<file path="src/rtl/serial_adder_if.sv">
// Handshake and data bundle for serial_adder: operands and mode in, result and status out.
// The master drives start/sub/a/b/cin; the slave (the adder) drives busy/done/sum/cout/ovf.
interface serial_adder_if #(
  parameter int WIDTH = 16
);
  logic             start;
  logic             sub;
  logic [WIDTH-1:0] a;
  logic [WIDTH-1:0] b;
  logic             cin;
  logic             busy;
  logic             done;
  logic [WIDTH-1:0] sum;
  logic             cout;
  logic             ovf;

  modport master (
    output start, sub, a, b, cin,
    input  busy, done, sum, cout, ovf
  );

  modport slave (
    input  start, sub, a, b, cin,
    output busy, done, sum, cout, ovf
  );
endinterface

</file>
<file path="src/rtl/serial_adder.sv">
// Digit-serial adder/subtractor: processes DIGIT bits per cycle, LSB slice first,
// with a registered carry between slices; IDLE -> RUN (N cycles) -> DONE (1 cycle).
module serial_adder #(
  parameter int WIDTH = 16,
  parameter int DIGIT = 4
) (
  input logic           clk,
  input logic           rst_n,
  serial_adder_if.slave bus
);

  localparam int DIG_SAFE = (DIGIT < 1) ? 1 : DIGIT;
  localparam int N        = WIDTH / DIG_SAFE;
  localparam int CW       = (N > 1) ? $clog2(N) : 1;
  localparam int RW       = (N > 1) ? (WIDTH - DIG_SAFE) : 1;
  localparam logic [CW-1:0] LAST = CW'(N - 1);

  generate
    if ((DIGIT < 1) || ((WIDTH % DIG_SAFE) != 0)) begin : g_bad_cfg
      $error("serial_adder: WIDTH must be a positive integer multiple of DIGIT");
    end
  endgenerate

  typedef enum logic [1:0] {
    IDLE = 2'd0,
    RUN  = 2'd1,
    DONE = 2'd2
  } state_t;

  state_t           state_r;
  logic [WIDTH-1:0] a_r;
  logic [WIDTH-1:0] b_r;
  logic [RW-1:0]    res_r;
  logic [CW-1:0]    cnt_r;
  logic             a_msb_r;
  logic             b_msb_r;
  logic             carry_r;
  logic             busy_r;
  logic             done_r;
  logic [WIDTH-1:0] sum_r;
  logic             cout_r;
  logic             ovf_r;

  logic [DIGIT:0]   slice_s;
  logic [WIDTH-1:0] res_next_s;

  // One DIGIT-wide slice of the sum, fed by the carry left by the previous slice.
  always_comb begin
    slice_s = {1'b0, a_r[DIGIT-1:0]} + {1'b0, b_r[DIGIT-1:0]} + {{DIGIT{1'b0}}, carry_r};
  end

  // Completed slices accumulate from the top, so the newest slice lands in the MSBs.
  generate
    if (N > 1) begin : g_multi
      assign res_next_s = {slice_s[DIGIT-1:0], res_r};
    end else begin : g_single
      assign res_next_s = slice_s[DIGIT-1:0];
    end
  endgenerate

  // Control FSM, operand shift registers and registered result outputs.
  always_ff @(posedge clk or negedge rst_n) begin
    if (!rst_n) begin
      state_r <= IDLE;
      a_r     <= {WIDTH{1'b0}};
      b_r     <= {WIDTH{1'b0}};
      res_r   <= {RW{1'b0}};
      cnt_r   <= {CW{1'b0}};
      a_msb_r <= 1'b0;
      b_msb_r <= 1'b0;
      carry_r <= 1'b0;
      busy_r  <= 1'b0;
      done_r  <= 1'b0;
      sum_r   <= {WIDTH{1'b0}};
      cout_r  <= 1'b0;
      ovf_r   <= 1'b0;
    end else begin
      case (state_r)
        IDLE: begin
          done_r <= 1'b0;
          if (bus.start) begin
            // Subtraction becomes a + ~b + ~cin, so only the captured operand differs.
            a_r     <= bus.a;
            b_r     <= bus.sub ? ~bus.b : bus.b;
            carry_r <= bus.sub ? ~bus.cin : bus.cin;
            a_msb_r <= bus.a[WIDTH-1];
            b_msb_r <= bus.sub ? ~bus.b[WIDTH-1] : bus.b[WIDTH-1];
            cnt_r   <= {CW{1'b0}};
            busy_r  <= 1'b1;
            state_r <= RUN;
          end else begin
            busy_r  <= 1'b0;
            state_r <= IDLE;
          end
        end
        RUN: begin
          a_r     <= a_r >> DIGIT;
          b_r     <= b_r >> DIGIT;
          res_r   <= res_next_s[WIDTH-1 -: RW];
          carry_r <= slice_s[DIGIT];
          busy_r  <= 1'b1;
          if (cnt_r == LAST) begin
            sum_r   <= res_next_s;
            cout_r  <= slice_s[DIGIT];
            // MSB carry-in recovered as a^b^s at the top bit.
            ovf_r   <= a_msb_r ^ b_msb_r ^ res_next_s[WIDTH-1] ^ slice_s[DIGIT];
            done_r  <= 1'b1;
            state_r <= DONE;
          end else begin
            cnt_r   <= cnt_r + CW'(1);
            done_r  <= 1'b0;
            state_r <= RUN;
          end
        end
        DONE: begin
          done_r  <= 1'b0;
          busy_r  <= 1'b0;
          state_r <= IDLE;
        end
        default: begin
          done_r  <= 1'b0;
          busy_r  <= 1'b0;
          state_r <= IDLE;
        end
      endcase
    end
  end

  assign bus.busy = busy_r;
  assign bus.done = done_r;
  assign bus.sum  = sum_r;
  assign bus.cout = cout_r;
  assign bus.ovf  = ovf_r;

endmodule

</file>
<file path="src/flat_wrapper.sv">
// flat-port wrapper written by rule: the top's interface ports become plain ports
module serial_adder_flat 
#(
  parameter int WIDTH = 16,
  parameter int DIGIT = 4
)
  (clk, rst_n, bus_start, bus_sub, bus_a, bus_b, bus_cin, bus_busy, bus_done, bus_sum, bus_cout, bus_ovf);
  serial_adder_if #(.WIDTH(WIDTH)) bus_i ();
  input logic clk;
  input logic rst_n;
  input wire logic [$bits(bus_i.start)-1:0] bus_start;
  input wire logic [$bits(bus_i.sub)-1:0] bus_sub;
  input wire logic [$bits(bus_i.a)-1:0] bus_a;
  input wire logic [$bits(bus_i.b)-1:0] bus_b;
  input wire logic [$bits(bus_i.cin)-1:0] bus_cin;
  output wire logic [$bits(bus_i.busy)-1:0] bus_busy;
  output wire logic [$bits(bus_i.done)-1:0] bus_done;
  output wire logic [$bits(bus_i.sum)-1:0] bus_sum;
  output wire logic [$bits(bus_i.cout)-1:0] bus_cout;
  output wire logic [$bits(bus_i.ovf)-1:0] bus_ovf;
  assign bus_i.start = bus_start;
  assign bus_i.sub = bus_sub;
  assign bus_i.a = bus_a;
  assign bus_i.b = bus_b;
  assign bus_i.cin = bus_cin;
  assign bus_busy = bus_i.busy;
  assign bus_done = bus_i.done;
  assign bus_sum = bus_i.sum;
  assign bus_cout = bus_i.cout;
  assign bus_ovf = bus_i.ovf;
  serial_adder #(.WIDTH(WIDTH), .DIGIT(DIGIT)) u_core (.clk(clk), .rst_n(rst_n), .bus(bus_i));
endmodule
</file>
<file path="config.mk">
export PLATFORM = sky130hd
export DESIGN_NAME = serial_adder_flat
export DESIGN_NICKNAME = d
export VERILOG_FILES = /design/src/rtl/serial_adder_if.sv /design/src/rtl/serial_adder.sv /design/src/flat_wrapper.sv
export SDC_FILE = /design/constraint.sdc
export NUM_CORES = 1
export LEC_CHECK = 0
export BUFFER_PORTS_ARGS = -buffer_cell sky130_fd_sc_hd__buf_2
export CAP_MARGIN = 40
export CORE_MARGIN = 2
export CORE_UTILIZATION = 45
export CTS_BUF_LIST = sky130_fd_sc_hd__clkbuf_8
export CTS_CLUSTER_SIZE = 12
export DETAILED_ROUTE_END_ITERATION = 16
export PLACE_DENSITY_LB_ADDON = 0.1
export SYNTH_ARGS = -nofsm -noshare
export SYNTH_HDL_FRONTEND = slang
export SYNTH_SLANG_ARGS = --single-unit
</file>
<file path="constraint.sdc">
create_clock -name clk -period 3.8 [get_ports clk]
set_input_delay 0.38 -clock clk [delete_from_list [all_inputs] [get_ports clk]]
set_output_delay 0.38 -clock clk [all_outputs]
set_load 0.05 [all_outputs]
</file>
==> flow_metrics.tcl, run 1 <==
set metrics [dict create \
    ys.warnings.count 0 \
    period_needed_ps 2030 \
    setup_viol 0 \
    first_global_vias 2346 \
    synthCells 318 \
    cp.arrival_ps 2270 \
    fin_skew_ps 6.48 \
    antenna_left 0 \
    final_util_pct 54.1 \
    synth_edf_count 0 \
    setup_tns_ps 0 \
    vias 2411 \
    worstSetupPathType "reg -> reg" \
    die_y_um 90.9 \
    portBuffers 56 \
    h-tree-depth 3 \
    startpoint_type "flop" \
    root_buffer "clkbuf_8" \
    finalHoldViolations 0 \
    initial_core_util_pct 46.6 \
    worst_slew_pin_slew_ps 756 \
    dominantRegCellSynth "dfrtp_1" \
    drv_slew 0 \
    cts_buffer_depth 2 \
    grt_overflow_total 0 \
    synth.area.top_cells "dfrtp_1 52%, a22oi_1 5.3%, nand2_1 5.3%" \
    status "complete, no violations" \
    syn_nets 361 \
    ir_drop_mv 0.440 \
    core_area_um2 7290 \
    yosys.area.top_type "dfrtp_1" \
    synthArstFlopShare_pct 100 \
    antennaDiodeCount 0 \
    viasPerCell 5.12 \
    worstSetupEndpointType "flop" \
    seq_area_frac_synth_pct 52.3 \
    firstDrtPassIters 4 \
    cts_buffers 9 \
    synth-seq-cells 71 \
    grt_max_degree 38 \
    hold_path.class "in -> async" \
    area_growth_pct 16.1 \
    rsz0062_at_grt "no" \
    r2r_slack_ps 1770 \
    tritoncts "yes" \
    synth.top_cell.area_share_pct 52.3 \
    grt_usage_pct 17.7 \
    post-dp-hpwl_um 4560 \
    maxCapViolations 0 \
    clk_pin_slew_worst_paths_ps 70 \
    grt_pass1_wl_um 11500 \
    routed_wl_um 6770 \
    hold_buffers 0 \
    cp_max_fo 3 \
    drive_above_1_share_pct 25.8 \
    synth.avg_cell_area_um2 10.7 \
    gp_congestion 0.725 \
    detail_route.wl_per_cell_um 14.4 \
    powerDensity_nw_per_um2 861 \
    synth_area_um2 3390 \
    clkSinkCount 71 \
    die_area_um2 8250 \
    floorplan.io_pins 57 \
    required_ps 4040 \
    num_rows 31 \
    grt_antenna_before_repair 0 \
    timing.slew.headroom_pct 49.6 \
    nets 411 \
    fin_crit_sh_pct 53.3 \
    leakagePower_nw 1.92 \
    drc 0 \
    postCtsSetupBuffers 0 \
    post_cts_resized 0 \
    dieWidth_um 90.9 \
    multiInputGateArea_um2 1470 \
    fillers 682 \
    drtIter0Drc 122 \
    clk_latency_ps 340 \
    fmax_mhz 494 \
    yosysUniqueCellTypes 38 \
    seqCellArea_um2 1780 \
]
## worst max-delay path: stages, from the launching register on
cell	delay, ps
dfrtp_1	390
inv_1	90
fa_1	190
inv_1	50
fa_1	410
and3_1	200
nor3b_1	270
a211oi_1	90
o31ai_1	240
## cell type report
type	count	area share, %
Timing Repair Buffer	61	8.57
Clock inverter	6	2.19
Tap cell	99	3.14
Inverter	7	0.730
Multi-Input combinational cell	218	37.2
Clock buffer	9	3.14
Sequential cell	71	45.1
## cells by family (layout without fill, tap and decap cells)
family	after synthesis	in the layout	synth area share (%)
compound gates	94	94	17.0
simple gates	82	82	12.0
flops	71	71	52.3
buf+inv	29	83	4.50
xor+xnor	19	19	4.90
mux	17	17	6.63
fa+ha+maj	6	6	2.65
## cells in the mapped netlist (all sizes together) (2+ instances only)
library cell,instances
a21oi,22
xor2,16
o21ai,34
xnor2,3
nor2,3
ha,4
nand2,49
dfrtp,71
clkbuf,10
nor2b,22
inv,7
mux2,17
a22o,7
fa,2
a22oi,24
buf,12
## placed cells by master, fill, tap and decap left out, types with 2 or more instances in the layout
cell       instances
a21oi_1           22
a22oi_1           24
clkbuf_8           9
mux2_2             7
buf_4              4
mux2_4             9
nor2b_1           21
a22o_1             7
xor2_1            16
nand2_1           48
xnor2_1            3
inv_1              6
clkinv_2           2
ha_1               4
fa_1               2
nor2_1             3
buf_2             56
bufinv_16          2
dfrtp_1           71
o21ai_0           34
## state kept, by name, indices dropped and copies added (netlist names)
name             flops
u_core.bus.ovf       1
u_core.b_msb_r       1
u_core.state_r       2
u_core.bus.cout      1
u_core.bus.sum      16
u_core.a_msb_r       1
u_core.bus.busy      1
u_core.a_r          16
u_core.res_r        12
u_core.b_r          16
u_core.cnt_r         2
u_core.bus.done      1
u_core.carry_r       1
## power breakdown
group | internal [W] | total [W] | switching [W]
Clock | 0.000365 | 0.000641 | 0.000277
Combinational | 0.000560 | 0.00147 | 0.000906
Sequential | 0.00107 | 0.00129 | 0.000219
Total | 0.00199 | 0.00339 | 0.00140
## final timing paths
path,from,to,depth (start not counted)
max in group asynchronous,rst_n,u_core.a_r[6]$_DFFE_PN0P_,2
setup / recovery,u_core.a_r[0]$_DFFE_PN0P_,u_core.bus.ovf$_DFFE_PN0P_,8
min in group clk,bus_a[12],u_core.a_r[12]$_DFFE_PN0P_,2
setup reg to reg,u_core.a_r[0]$_DFFE_PN0P_,u_core.bus.ovf$_DFFE_PN0P_,8
hold / removal,rst_n,u_core.bus.sum[3]$_DFFE_PN0P_,1
hold reg to reg,u_core.res_r[1]$_DFFE_PN0P_,u_core.res_r[1]$_DFFE_PN0P_,2
## metrics by stage
stage / hold slack (ps) / total power [W] / instance area, µm² / std cells / setup slack [ps]
floorplan: 84.4 / 0.00245 / 3390 / 318 / 1950
finish: 106 / 0.00339 / 3940 / 471 / 1770
CTS: 122 / 0.00344 / 3940 / 471 / 1770
detailed placement: 463 / 0.00279 / 3730 / 456 / 1780
global route: 162 / 0.00365 / 3940 / 471 / 1620
global placement: 459 / 0.00274 / 3700 / 455 / 1770
## per-layer routing
metal	wire length, µm	vias to the layer above	share of wire, %	track usage, %
met5	0	-	0	0
met4	59	0	0.87	6.06
met3	225	4	3.3	4.34
met2	3220	47	48	26.6
met1	3260	1168	48	25.1
li1	-	1192	-	-
(Power assumes the default switching activity.)
==> run 2: changes to the inputs <==
==> constraint.sdc (replaced) <==
create_clock -name clk -period 1.9 [get_ports clk]
set_input_delay 0.19 -clock clk [delete_from_list [all_inputs] [get_ports clk]]
set_output_delay 0.19 -clock clk [all_outputs]
set_load 0.05 [all_outputs]
==> flow_metrics.tcl, run 2 (synthesis results as in run 1) <==
set metrics [dict create \
    clk_latency_ps 340 \
    layout.cells.non_filler 485 \
    firstDrtPassIters 4 \
    powerDensity_nw_per_um2 1740 \
    dieWidth_um 90.9 \
    antenna_left 0 \
    floorplan.io_pins 57 \
    drc 0 \
    hold_ws_ps 71.2 \
    grt_pass1_wl_um 12500 \
    root_buffer "clkbuf_8" \
    grt_max_degree 72 \
    viasPerCell 5.19 \
    worstPathCellList "inv_2 > fa_2 > inv_2 > fa_2 > and3_4 > nor3b_4 > a211oi_2 > o31ai_1" \
    drv_slew 0 \
    worstSetupPathType "reg -> reg" \
    rsz0062_at_grt "yes" \
    gp_congestion 0.782 \
    die_y_um 90.9 \
    setup_ws_ps 3.07 \
    worst_slew_pin_slew_ps 508 \
    worstSetupEndpointType "flop" \
    grt_antenna_before_repair 0 \
    placedCellCount 466 \
    holdPathStages 2 \
    final_common_cell "dfrtp_1" \
    post-dp-hpwl_um 4830 \
    fin_skew_ps 9.56 \
    setup_viol 0 \
    crit_cells 8 \
    cp_max_fo 3 \
    initial_core_util_pct 46.6 \
    power_w 0.00708 \
    grt_overflow_total 0 \
    drtIter0Drc 90 \
    ir_drop_mv 0.681 \
    setup_tns_ps 0 \
    cp_top_family "adder cells" \
    clkSinkCount 71 \
    vias 2519 \
    cpPeakStageDelay_ps 380 \
    mostFrequentLayoutCells "71 x dfrtp_1, 56 x buf_2, 48 x nand2_1" \
    portBuffers 56 \
    drive_above_1_share_pct 30.6 \
    slowest_stage "dfrtp_1" \
    core_area_um2 7290 \
    preCtsSetupSlack_ps -150 \
    status "complete, no violations" \
    required_ps 2140 \
    detail_route.wl_per_cell_um 15.0 \
    startpoint_type "flop" \
    tritoncts "yes" \
    hold_path.class "in -> reg" \
    period_needed_ps 1900 \
    timing.slew.headroom_pct 65.9 \
    fin_crit_sh_pct 99.8 \
    fmax_mhz 527 \
    crit_buf_inv 2 \
    fillers 666 \
    h-tree-depth 3 \
    nets 424 \
    routed_wl_um 7270 \
    clk_pin_slew_worst_paths_ps 80 \
    maxCapViolations 0 \
    cp.arrival_ps 2140 \
    ff2ff_path_depth 8 \
    cts_buffer_depth 2 \
    leakagePower_nw 1.98 \
    area_growth_pct 20.0 \
    grt_usage_pct 18.9 \
    antennaDiodeCount 0 \
    first_global_vias 2529 \
    finalHoldViolations 0 \
    die_area_um2 8250 \
    num_rows 31 \
    cts_buffers 9 \
]
[run 2: repair_timing]
item | in CTS | in global routing
resized for setup | 4 | 7
hold buffers | 1 | 0
endpoints found under the hold margin | 71 | 0
endpoints found under the setup margin | 1 | 4
pin swaps | 3 | 5
buffers inserted | 1 | 1
[run 2: layout make-up]
| cell class | count | area [µm²] | area share (%) |
|---|---|---|---|
| inverters | 7 | 28.8 | 0.707 |
| clock buffers | 9 | 124 | 3.04 |
| clock inverters | 7 | 97.6 | 2.40 |
| well taps | 99 | 124 | 3.04 |
| repair buffers | 74 | 430 | 10.6 |
| flip-flops and latches | 71 | 1780 | 43.6 |
| multi-input cells | 218 | 1490 | 36.6 |
[run 2: final timing paths]
kind,from,end,slack [ps]
min in group asynchronous,rst_n,u_core.bus.sum[3]$_DFFE_PN0P_,420
max in group asynchronous,rst_n,u_core.b_r[14]$_DFFE_PN0P_,1160
setup reg to reg,u_core.carry_r$_DFFE_PN0P_,u_core.bus.ovf$_DFFE_PN0P_,3
setup / recovery,u_core.carry_r$_DFFE_PN0P_,u_core.bus.ovf$_DFFE_PN0P_,3
hold reg to reg,u_core.res_r[1]$_DFFE_PN0P_,u_core.res_r[1]$_DFFE_PN0P_,480
hold / removal,bus_a[12],u_core.a_r[12]$_DFFE_PN0P_,70
[run 2: report_power, final]
part           total (W)  internal (W)  switching (W)
Sequential       0.00256       0.00214       0.000421
Clock            0.00132      0.000741       0.000584
Combinational    0.00320       0.00126        0.00194
Total            0.00708       0.00414        0.00294
[run 2: through the flow]
stage | utilization [%] | cell area [µm²]
after floorplan | - | 3390
after global placement | 52.1 | 3800
after detailed placement | 52.1 | 3800
after CTS | 55.5 | 4050
after global routing | 55.9 | 4070
final | 55.9 | 4070
[run 2: routing by layer]
metal / vias up / wire length [µm] / GRT usage [%]
met5: - / 0 / 0
met4: 0 / 112 / 7.45
met3: 8 / 283 / 3.17
met2: 63 / 3690 / 31.1
met1: 1220 / 3190 / 25.1
li1: 1228 / - / -
[run 2: worst reg2reg max path, stage by stage, from the launching register on]
cell and delay [ps]:
dfrtp_1 380, inv_2 80, fa_2 230, inv_2 50, fa_2 360, and3_4 210
nor3b_4 230, a211oi_2 50, o31ai_1 230
